$ cat src/rtl/clock_s_pkg.sv
// Shared types and default constants for the seconds-based alarm timer.
package clock_s_pkg;
  typedef enum logic [1:0] {IDLE, RUN, FIRE} state_t;

  localparam int TICKS_PER_SEC_DEF = 32767;
  localparam int ALARM_W_DEF       = 8;
endpackage

$ cat src/rtl/clock_s_alarm_sec_tick_gen.sv
// Prescaler: counts clock cycles while enabled and emits a one-cycle sec_tick
// on the cycle it wraps from TICKS_PER_SEC-1 back to 0.
module sec_tick_gen
  import clock_s_pkg::*;
#(
  parameter int TICKS_PER_SEC = TICKS_PER_SEC_DEF
) (
  input  logic Clk,
  input  logic rst,
  input  logic clr,
  input  logic en,
  output logic sec_tick
);
  localparam int PW = $clog2(TICKS_PER_SEC);
  localparam logic [PW-1:0] TERM = PW'(TICKS_PER_SEC - 1);

  logic [PW-1:0] presc;

  assign sec_tick = en && (presc == TERM);

  always_ff @(posedge Clk) begin
    if (rst || clr)
      presc <= '0;
    else if (en)
      presc <= sec_tick ? '0 : presc + 1'b1;
  end
endmodule

$ cat src/rtl/clock_s_alarm.sv
// Seconds alarm timer: start latches alarm, pluse fires alarm*TICKS_PER_SEC
// cycles later. Define CLOCK_S_REPEAT_EN for periodic re-arm after each pulse.
module clock_s_alarm
  import clock_s_pkg::*;
#(
  parameter int TICKS_PER_SEC = TICKS_PER_SEC_DEF,
  parameter int ALARM_W       = ALARM_W_DEF
) (
  input  logic               Clk,
  input  logic               rst,
  input  logic               start,
  input  logic [ALARM_W-1:0] alarm,
  output logic               pluse
);
`ifdef CLOCK_S_REPEAT_EN
  localparam bit REPEAT = 1'b1;
`else
  localparam bit REPEAT = 1'b0;
`endif

  state_t             state, state_nxt;
  logic [ALARM_W-1:0] alarm_q, sec_cnt, sec_inc;
  logic               sec_tick, sec_hit, rearm, pluse_nxt;

  assign sec_inc = sec_cnt + 1'b1;
  assign sec_hit = (state == RUN) && sec_tick && (sec_inc == alarm_q);
  assign rearm   = REPEAT && (alarm_q != '0);

  // The prescaler wraps to 0 on the hit edge, so in repeat mode the FIRE
  // cycle already counts as the first cycle of the next period.
  sec_tick_gen #(.TICKS_PER_SEC(TICKS_PER_SEC)) u_tick (
    .Clk      (Clk),
    .rst      (rst),
    .clr      (start || (state == IDLE)),
    .en       ((state == RUN) || ((state == FIRE) && rearm)),
    .sec_tick (sec_tick)
  );

  always_ff @(posedge Clk) begin
    if (rst) begin
      state <= IDLE;
      pluse <= 1'b0;
    end else begin
      state <= state_nxt;
      pluse <= pluse_nxt;
    end
  end

  always_comb begin
    state_nxt = state;
    if (start)
      state_nxt = (alarm == '0) ? FIRE : RUN;
    else begin
      case (state)
        IDLE:    state_nxt = IDLE;
        RUN:     if (sec_hit) state_nxt = FIRE;
        FIRE:    state_nxt = rearm ? RUN : IDLE;
        default: state_nxt = IDLE;
      endcase
    end
  end

  always_comb begin
    pluse_nxt = (state_nxt == FIRE);
  end

  always_ff @(posedge Clk) begin
    if (rst) begin
      alarm_q <= '0;
      sec_cnt <= '0;
    end else if (start) begin
      alarm_q <= alarm;
      sec_cnt <= '0;
    end else if ((state == RUN) && sec_tick) begin
      sec_cnt <= sec_hit ? '0 : sec_inc;
    end
  end
endmodule

$ cat config.mk
export PLATFORM = sky130hd
export DESIGN_NAME = clock_s_alarm
export DESIGN_NICKNAME = d
export VERILOG_FILES = /design/src/rtl/clock_s_pkg.sv /design/src/rtl/clock_s_alarm_sec_tick_gen.sv /design/src/rtl/clock_s_alarm.sv
export SDC_FILE = /design/constraint.sdc
export NUM_CORES = 1
export LEC_CHECK = 0
export BUFFER_PORTS_ARGS = -buffer_cell sky130_fd_sc_hd__buf_4
export CORE_MARGIN = 1
export CORE_UTILIZATION = 29
export DETAILED_ROUTE_END_ITERATION = 16
export HOLD_SLACK_MARGIN = 0.12
export PLACE_DENSITY_LB_ADDON = 0.25
export SLEW_MARGIN = 30
export SYNTH_ARGS = -nofsm -noshare
export SYNTH_HDL_FRONTEND = slang
export SYNTH_SLANG_ARGS = --single-unit
$ cat constraint.sdc
create_clock -name Clk -period 2.45 [get_ports Clk]
set_clock_uncertainty 0.2 [all_clocks]
set_input_delay 0.49 -clock Clk [delete_from_list [all_inputs] [get_ports Clk]]
set_output_delay 0.49 -clock Clk [all_outputs]
set_load 0.005 [all_outputs]
After elaboration in Yosys (flattened, before gate mapping)
Index checks and enable logic that the tools add are counted.
{ "totals": {"reg_bits": 34, "latch_bits": 0, "ram_bits": 0, "romBits": 0, "inputBits": 11, "out_inout_bits": 1, "word_cells": 25, "memories": 0} }
{ "classes": {"addsub": 2, "multipliers": 0, "div_mod_pow": 0, "order_cmp": 0, "eq_ne": 4, "n_shift": 0, "mux": 6, "bitwise_logic": 0, "reduce_logical": 8} }
{ "op_table": {"columns": ["operator", "count"], "rows": [
  ["15-bit by 1-bit adder with 15-bit output (second input constant)", 1],
  ["15-bit equality test (second input constant)", 1],
  ["15-bit two-way mux", 1],
  ["8-bit by 1-bit adder with 8-bit output (second input constant)", 1],
  ["8-bit equality test", 1],
  ["8-bit logical NOT", 1],
  ["2-bit two-way mux", 4],
  ["8-bit two-way mux", 1],
  ["1-bit logical AND", 3],
  ["2-bit by 1-bit equality test with 1-bit output (second input constant)", 1],
  ["2-bit equality test (second input constant)", 1],
  ["2-bit logical NOT", 1],
  ["1-bit logical OR", 2],
  ["2-bit OR reduction", 1]
]} }

Depth between registers and ports, before layout
Gate-level depths: netlist (run 1).
{ "depth": {"depth_word": 8, "mapped_depth": 8, "mapped_depth_nobuf": 7} }

Cells and area by module
From an unflattened synthesis (run 1), not the netlist that was laid out.
{ "unflattened": {"hier_cells": 196, "area_unflattened_um2": 1737.9} }
{ "by_module_without_submodules": {"columns": ["module", "n_inst", "cells_per_inst", "area_per_inst_um2", "seq_area_each_um2"], "rows": [
  ["clock_s_alarm", 1, 110, 982.2, 380.4],
  ["sec_tick_gen", 1, 86, 755.7, 300.3]
]} }

Least setup slack after synthesis (run 1)
OpenSTA, ideal clock, no wires.
{ "synth_path": {"path_kind": "flip-flop to flip-flop", "start": "reg u_tick.presc[1]", "end": "reg sec_cnt[2]", "setup_ns": 0.131, "t_arrival_ns": 1.670, "required_time_ns": 2.119, "setup_slack_ns": 0.449, "stages_incl_launch_ff": 7, "n_path_buf": 1, "period_less_slack_ns": 2.001, "cell_sequence": "dfxtp_1 -> ha_1 -> nand4_1 -> or4_4 -> buf_6 -> nor4_4 -> nor3_1"} }
{ "synth_between": {"elab_chain_len": 5} }
{ "synth_lines": {"columns": ["element", "line", "source"], "rows": [
  ["start, declared", "clock_s_alarm_sec_tick_gen.sv:17", "logic [PW-1:0] presc;"],
  ["start signal, assigned", "clock_s_alarm_sec_tick_gen.sv:25", "presc <= sec_tick ? '0 : presc + 1'b1;"],
  ["15-bit equality test *", "clock_s_alarm_sec_tick_gen.sv:19", "assign sec_tick = en && (presc == TERM);"],
  ["1-bit logical AND *", "clock_s_alarm_sec_tick_gen.sv:19", null],
  ["1-bit logical AND *", "clock_s_alarm.sv:26, clock_s_alarm.sv:74", null],
  ["1-bit logical AND", "clock_s_alarm.sv:26", "assign sec_hit = (state == RUN) && sec_tick && (sec_inc == alarm_q);"],
  ["8-bit two-way mux", "clock_s_alarm.sv:75", "sec_cnt <= sec_hit ? '0 : sec_inc;"],
  ["end signal, assigned", "clock_s_alarm.sv:75", null],
  ["end, declared", "clock_s_alarm.sv:22", "logic [ALARM_W-1:0] alarm_q, sec_cnt, sec_inc;"]
]} }
Mark *: on every way between the ends. The rest lies on a longest branch, timed or not.
A chain may end at the register's enable or synchronous reset.

Final worst setup path (run 1)
{ "layout_path": {"start": "reg sec_cnt[0]", "end": "reg state[0]"} }
{ "layout_between": {"elab_chain_len": 6} }
{ "layout_lines": {"columns": ["element", "line", "source"], "rows": [
  ["8-bit by 1-bit adder with 8-bit output", "clock_s_alarm.sv:25", "assign sec_inc = sec_cnt + 1'b1;"],
  ["8-bit equality test", "clock_s_alarm.sv:26", null],
  ["1-bit logical AND", "clock_s_alarm.sv:26", null],
  ["2-bit two-way mux", "clock_s_alarm.sv:56", "RUN: if (sec_hit) state_nxt = FIRE;"],
  ["2-bit two-way mux", "clock_s_alarm.sv:54", "case (state)"],
  ["2-bit two-way mux", "clock_s_alarm.sv:51", "if (start)"],
  ["end signal, assigned", "clock_s_alarm.sv:44", "state <= state_nxt;"],
  ["end, declared", "clock_s_alarm.sv:21", "state_t state, state_nxt;"]
]} }
No other way between the ends.

==> summary.txt, run 1 <==
Syn_area_per_cell = 9.348 sq um
Nets = 219
Root Driver = clkbuf_8
Total gr overflow = 0
Io pins = 12
Setup Viol. Count Final = 0
Crit end category = register
Clock sinks = 34
Synth area leader = dfxtp_1
Synth async-reset ratio = 0%
Total core area = 5886 sq um
Starting Density = 30.02%
1st-iter DRT viols = 43
Die Span Y = 80.05 microns
Number of buffers created by CTS = 5
Diodes inserted = 0
Routed length per placed instance = 12.28 microns
Area grow syn2layout = 14.24%
GP Congestion = 0.8174
Xor and xnor area share after synthesis = 12.89%
CP delay by family, top = simple AND/OR/NAND/NOR gates
Number of global-route vias before repair = 1,257
Hold Fails Final Rpt = 0
Tightest Pin Transition = 506.6 ps
Hold Slack = 252.9 ps
Die area = 6408 sq um
Post-Synthesis Cells = 189
Buf+Inv Stages, Crit Path = 0
Slowest CP cell = dfxtp_1
Synth cell types = 42
Fraction of synthesized area in multiplexers = 4.533%
Synthesized flop and latch total = 34
YS warnings = 0
CP peak stage delay = 460 ps
Post-CTS setup buffer count = 0
Synth Area in Simple Gates = 31.37%
Final Non-Filler Cells = 279
VDD IR max = 345.6 uV
Initial antenna violation count = 0
First-pass GRT wire length = 5.996 mm
Post-CTS Resized = 0
Slew margin rel. = 66.08%
CP required = 2400 ps
Share of the synthesized area in the top cell type = 38.53%
Commonest register cell after synthesis = dfxtp_1
TritonCTS clock tree = yes
I/O Buffers = 11
Worst-skew pair later-pin latency = 280 ps
Placed cells = 273
Maxcap violations = 0
Largest net degree at the start of global routing = 14
Syn nets = 203
CTS HTree Levels = 2
DRC = 0
Minimum clock period = 2258 ps
Top cells by area, synth = dfxtp_1, xnor2_1, xor2_1, nor2_1, mux2i_1
Vias = 1,365
Clock Path Buffers = 2
Sequential fraction of the synthesis area = 38.53%
PwrDens = 521.6 nW/um^2
Compound-cell area share of the yosys netlist = 7.790%
Number of synthesized flops with an enable pin = 0
Crit-path max FO = 6
Reg clk slew, reported paths = 60 ps
Crit start category = register
HPWL after detailed placement = 2.548 mm
CTS hold repair buffers = 0
TNS Setup = 0 ps
Slew Limit Fails = 0
RSZ-0062 raised after global routing = no
Post-synthesis adder-cell area fraction = 2.125%
Sequence of cells on the critical path = ha_1 > nand3_4 > o21ai_0 > nand4_1 > nor4_2 > o32ai_1
Post-route ant nets = 0
Die span in x = 80.05 microns
Worst Path Arrival = 2210 ps
Critical path type = register to register
Share of layout cells above drive strength 1 = 15.69%
Max Freq = 442.9 MHz
Overall Power = 0.001053 W
Via density = 4.892
Length of the first detailed-routing pass in iterations = 4
Total global-route track usage = 12.18%
Static leakage = 0.7998 nW
Status = finished clean
Row count = 28
Worst min path class = input port to register
Main combinational cell family by area after synthesis = simple AND/OR/NAND/NOR gates
Mapped Area = 1767 sq um
Period utilisation layout = 92.15%
WL final = 3.427 mm
-- layer usage --
metal	vias up	share of wire, %	GRT usage [%]
li1	704	-	-
met5	-	0	0
met3	2	3.3	3.068
met2	26	46	19.83
met4	0	0.73	4.286
met1	633	49	15.51
-- synthesized netlist by cell type, types with 3 or more instances --
master / instances
dfxtp_1: 34
nor2_1: 27
xnor2_1: 13
xor2_1: 13
nor3_1: 12
mux2i_1: 8
nand2_1: 8
nand3_1: 7
o21ai_0: 5
or3_1: 5
nand4_1: 4
a21oi_1: 3
and3_1: 3
and4_1: 3
ha_1: 3
inv_1: 3
nor2b_1: 3
-- cell families after synthesis --
kind of cell	Yosys count
muxes	8
and+or+nand+nor	90
adders and majority gates	3
AOI/OAI and AO/OA	19
buffers and inverters	9
xor gates and xnor gates	26
DFF	34
-- cell type report --
class                           count  area [sq um]
Inverter                            3         11.26
Sequential cell                    34         680.7
Fill cell                         632          3867
Clock buffer                        6         82.58
Tap cell                           75         93.84
Multi-Input combinational cell    146          1037
Timing Repair Buffer               15         112.6
-- metrics by stage --
stage | util (%) | cell area (sq um) | setup slack (ps)
detailed placement | 32.89 | 1936 | 225.2
global route | 34.29 | 2018 | 19.02
floorplan | - | 1767 | 449.0
CTS | 34.29 | 2018 | 184.1
global placement | 32.89 | 1936 | 280.7
finish | 34.29 | 2018 | 192.2
-- state kept, by name, indices dropped and copies added (netlist names) --
name,flops
u_tick.presc,15
alarm_q,8
sec_cnt,8
state,2
pluse,1
-- cell usage in the layout (no fill, tap or decap), types with 4 or more instances in the layout --
master    instances
nand3_1           7
or3_1             5
buf_4            15
nand2_1           8
nor3_1           12
xor2_1           13
xnor2_1          13
nor2_1           27
clkbuf_8          6
o21ai_0           5
mux2i_1           8
dfxtp_1          34
nand4_1           4
-- final timing paths --
check,slack (ps),to,startpoint,depth (start not counted)
worst max-delay path,190,state[0],sec_cnt[0],6
worst min-delay path,250,alarm_q[5],alarm[5],3
worst max register to register,190,state[0],sec_cnt[0],6
worst min register to register,310,u_tick.presc[14],u_tick.presc[14],2
-- worst reg2reg max path, cell delays in order (launching register included) --
cell and delay (ps):
dfxtp_1 460, ha_1 320, nand3_4 130, o21ai_0 210
nand4_1 250, nor4_2 450, o32ai_1 120
-- where the power goes --
group	total, W	internal (W)	leakage, nW	switching, W
Sequential	0.000574	0.000564	0.276	0.00000981
Combinational	0.0000752	0.0000362	0.481	0.0000391
Clock	0.000404	0.000217	0.0431	0.000187
Total	0.00105	0.000817	0.800	0.000236
Power figures use the tool's default switching activity.
==> inputs of run 2 (changes only) <==
Settings changed: REMOVE_ABC_BUFFERS from default to 1.
==> run 2 against run 1 <==
Compared with the run above: clock-buffer cell count rose by 1; register-to-register slack improved by 20 ps; setup slack improved by 16 ps; die area did not move; critical path depth did not move; utilization rose by 0.15 points; non-clock buffer count fell by 2; sequential power barely moved; first-iteration DRC count fell by 14%; routed wire length rose by 3.8%.
==> summary.txt, run 2 (same netlist as run 1, synthesis figures left out) <==
Largest register FFs = 15
Dpl cell area = 1921 sq um
Critical path type = register to register
Post-CTS setup buffer count = 0
Status = finished clean
Total gr overflow = 0
Post-CTS Resized = 0
Sequence of cells on the critical path = ha_1 > nand3_4 > o21ai_0 > nand4_1 > nor4_4 > nor3_1
Setup Viol. Count Final = 0
Clock Path Buffers = 2
1st-iter DRT viols = 37
CTS hold repair buffers = 0
Final Util = 34.44%
TritonCTS clock tree = yes
Tightest Pin Transition = 496.3 ps
Buf+Inv Stages, Crit Path = 0
VDD IR max = 297.3 uV
Total core area = 5886 sq um
Static leakage = 0.7995 nW
Die span in x = 80.05 microns
Commonest non-fill, non-tap cells in the layout = dfxtp_1, nor2_1, xnor2_1, xor2_1, buf_4
Root Driver = clkbuf_8
Io pins = 12
Crit end category = register
DRC = 0
TNS Setup = 0 ps
Worst min path class = input port to register
Number of global-route vias before repair = 1,288
I/O Buffers = 11
Minimum clock period = 2241 ps
Length of the first detailed-routing pass in iterations = 4
Die area = 6408 sq um
Starting Density = 30.02%
Crit-path max FO = 6
Die Span Y = 80.05 microns
Slowest CP cell = nor4_4
Final Non-Filler Cells = 279
RSZ-0062 raised after global routing = no
Slew margin rel. = 66.77%
GP Congestion = 0.8140
Final instance area = 2027 sq um
Crit start category = register
Reg with most FFs = u_tick.presc
Overall Power = 0.001151 W
Largest registers = u_tick.presc: 15 flops, alarm_q: 8 flops, sec_cnt: 8 flops
Period utilisation layout = 91.49%
Worst-skew pair later-pin latency = 280 ps
Routed length per placed instance = 12.75 microns
Nets = 217
Slew Limit Fails = 0
Max Freq = 446.1 MHz
PwrDens = 567.6 nW/um^2
Total global-route track usage = 12.75%
Fillers = 610
CP required = 2400 ps
Diodes inserted = 0
CP peak stage delay = 490 ps
CP delay by family, top = simple AND/OR/NAND/NOR gates
Number of buffers created by CTS = 5
Clock sinks = 34
Hold Fails Final Rpt = 0
HPWL after detailed placement = 2.551 mm
Area grow syn2layout = 14.73%
Worst Path Arrival = 2190 ps
Largest net degree at the start of global routing = 14
Vias = 1,329
Via density = 4.763
Initial antenna violation count = 0
Commonest non-fill, non-tap cell in the layout = dfxtp_1
Share of layout cells above drive strength 1 = 14.71%
Reg clk slew, reported paths = 70 ps
Row count = 28
Placed cells = 271
Maxcap violations = 0
First-pass GRT wire length = 6.216 mm
Post-route ant nets = 0
WL final = 3.557 mm
CTS HTree Levels = 2
## run 2: metal layers
metal / share of wire, % / wire length (microns) / track usage [%]
met5: 0 / 0 / 0
met3: 2.4 / 84 / 3.409
met4: 1.6 / 57 / 4.821
met1: 52 / 1842 / 17.29
met2: 44 / 1573 / 19.15
## run 2: tightest hold or removal path: stages
cell and delay [ps]:
buf_4 80, mux2i_1 50, nor2_1 70
## run 2: power breakdown
part,switching (W),internal (W)
sequential,0.0000111,0.000564
clock,0.000198,0.000304
combinational,0.0000386,0.0000347
## run 2: area by class of cell
cell class | count | area [sq um] | area share, %
Tap cell | 75 | 93.84 | 4.630
Sequential cell | 34 | 680.7 | 33.58
Timing Repair Buffer | 13 | 97.59 | 4.815
Clock buffer | 7 | 76.32 | 3.765
Multi-Input combinational cell | 146 | 1037 | 51.17
Inverter | 3 | 11.26 | 0.5556
Clock inverter | 1 | 30.03 | 1.481
## run 2: path summary, 6_finish.rpt
kind / end / start / cells past startpoint / slack [ps]
setup / recovery: sec_cnt[3] / sec_cnt[0] / 6 / 210
hold / removal: alarm_q[7] / alarm[7] / 3 / 240
setup reg to reg: sec_cnt[3] / sec_cnt[0] / 6 / 210
hold reg to reg: sec_cnt[1] / sec_cnt[1] / 2 / 320
## run 2: per-stage QoR
stage          hold slack [ps]  setup slack (ps)
2_1_floorplan            270.8             463.5
6_report                 243.1             208.5
3_5_place_dp             305.5             211.6
5_1_grt                  255.4             18.61
4_1_cts                  237.5             190.0
3_3_place_gp             293.4             282.3
==> inputs of run 3 (changes only) <==
Clock period 2.45 ns to 2.27 ns, I/O delays scaled along.
==> run 3 against run 2 <==
Compared with the run above: critical path depth unchanged; clock-buffer cell count did not move; utilization grew 0.64 points; worst hold slack got worse by 34 ps; total power up 8.4%; critical endpoint is now state[0]; largest power group unchanged.
==> summary.txt, run 3 (same netlist as run 1, synthesis figures left out) <==
CP peak stage delay = 430 ps
Via density = 4.764
Setup slack after layout = 156.3 ps
I/O Buffers = 11
Worst min path class = input port to register
Max Freq = 473.1 MHz
Die area = 6408 sq um
Reg clk slew, reported paths = 70 ps
Area grow syn2layout = 16.86%
Initial antenna violation count = 0
CTS hold repair buffers = 0
GP Congestion = 0.7867
Maxcap violations = 0
Root Driver = clkbuf_8
WL final = 3.497 mm
Commonest non-fill, non-tap cells in the layout = dfxtp_1, nor2_1, buf_4
Setup WS pre-CTS = 140.0 ps
Routed length per placed instance = 12.31 microns
Largest registers = u_tick.presc: 15 flops, alarm_q: 8 flops, sec_cnt: 8 flops
Critical path type = register to register
Crit end category = register
Crit start category = register
Worst-skew pair later-pin latency = 280 ps
PwrDens = 604.2 nW/um^2
Number of global-route vias before repair = 1,271
Die Span Y = 80.05 microns
RSZ-0062 raised after global routing = no
TNS Setup = 0 ps
Slew Limit Fails = 0
First-pass GRT wire length = 6.016 mm
Reg with most FFs = u_tick.presc
Row count = 28
Vias = 1,353
DRC = 0
Total global-route track usage = 12.41%
Number of buffers created by CTS = 5
Tightest Pin Transition = 496.8 ps
Total core area = 5886 sq um
Hold Fails Final Rpt = 0
Setup Viol. Count Final = 0
Post-route ant nets = 0
Largest register FFs = 15
CP required = 2220 ps
Status = finished clean
Worst Path Arrival = 2070 ps
Die span in x = 80.05 microns
Length of the first detailed-routing pass in iterations = 4
1st-iter DRT viols = 62
Nets = 222
Clock Path Buffers = 2
Slew margin rel. = 66.73%
Minimum clock period = 2114 ps
Diodes inserted = 0
HPWL after detailed placement = 2.568 mm
Io pins = 12
Total gr overflow = 0
Starting Density = 30.02%
Period utilisation layout = 93.11%
Largest net degree at the start of global routing = 14
TritonCTS clock tree = yes
Static leakage = 0.8263 nW
Slowest CP cell = nor4_2
CTS HTree Levels = 2
Crit-path max FO = 5
Clock sinks = 34
VDD IR max = 258.3 uV
Share of layout cells above drive strength 1 = 16.75%
Commonest non-fill, non-tap cell in the layout = dfxtp_1
Sequence of cells on the critical path = ha_1 > nand3_4 > o21ai_0 > nand4_1 > nor4_2 > o32ai_1
Fillers = 626
run 3: changes by cell type in the layout (fill, tap and decap cells not counted):
cell	change
buf_4	+5
run 3: stage by stage:
stage / instances / hold WS (ps) / power (W) / area [sq um] / util, %
final: 284 / 209.4 / 0.001247 / 2064 / 35.08
after global routing: 284 / 209.8 / 0.001303 / 2064 / 35.08
after CTS: 283 / 203.5 / 0.001266 / 2057 / 34.95
after detailed placement: 275 / 304.6 / 0.0007173 / 1951 / 33.14
after global placement: 275 / 298.4 / 0.0007177 / 1951 / 33.14
after floorplan: 183 / 270.8 / 0.0006776 / 1729 / -
run 3: path summary, 6_finish.rpt:
check	endpoint	slack (ps)	depth (start not counted)	startpoint
hold reg to reg	u_tick.presc[14]	310	2	u_tick.presc[14]
setup reg to reg	state[0]	160	6	sec_cnt[1]
hold / removal	alarm_q[4]	210	3	alarm[4]
setup / recovery	state[0]	160	6	sec_cnt[1]
run 3: routing by layer:
layer	part of all wire, %	vias up	global-route usage (%)
met5	0	-	0
met4	2.0	0	5.357
met3	2.1	6	3.068
met2	43	11	18.55
met1	53	626	16.78
li1	-	710	-
run 3: power breakdown:
group,switching (W),leakage (nW),internal (W)
clock network,0.000216,0.0524,0.000328
registers,0.0000108,0.276,0.000608
logic,0.0000434,0.498,0.0000405
total,0.000270,0.826,0.000977
run 3: layout make-up:
class | count | area, sq um | share of cell area, %
clock buffers | 7 | 76.32 | 3.697
clock inverters | 1 | 30.03 | 1.455
inverters | 3 | 11.26 | 0.5455
multi-input cells | 146 | 1037 | 50.24
flip-flops and latches | 34 | 680.7 | 32.97
well taps | 75 | 93.84 | 4.545
repair buffers | 18 | 135.1 | 6.545
run 3: what timing repair did:
item | CTS | global route
resized for setup | 0 | 0
setup buffers | 0 | 1
setup endpoints to repair | 0 | 6
run 3: critical path: cells and delay by family, from the launching register on:
kind / cells / cell delay (ps)
adder cells (fa/ha/maj): 1 / 290
AND/OR/NAND/NOR: 3 / 820
AO/OA/AOI/OAI: 2 / 300
flip-flops: 1 / 380
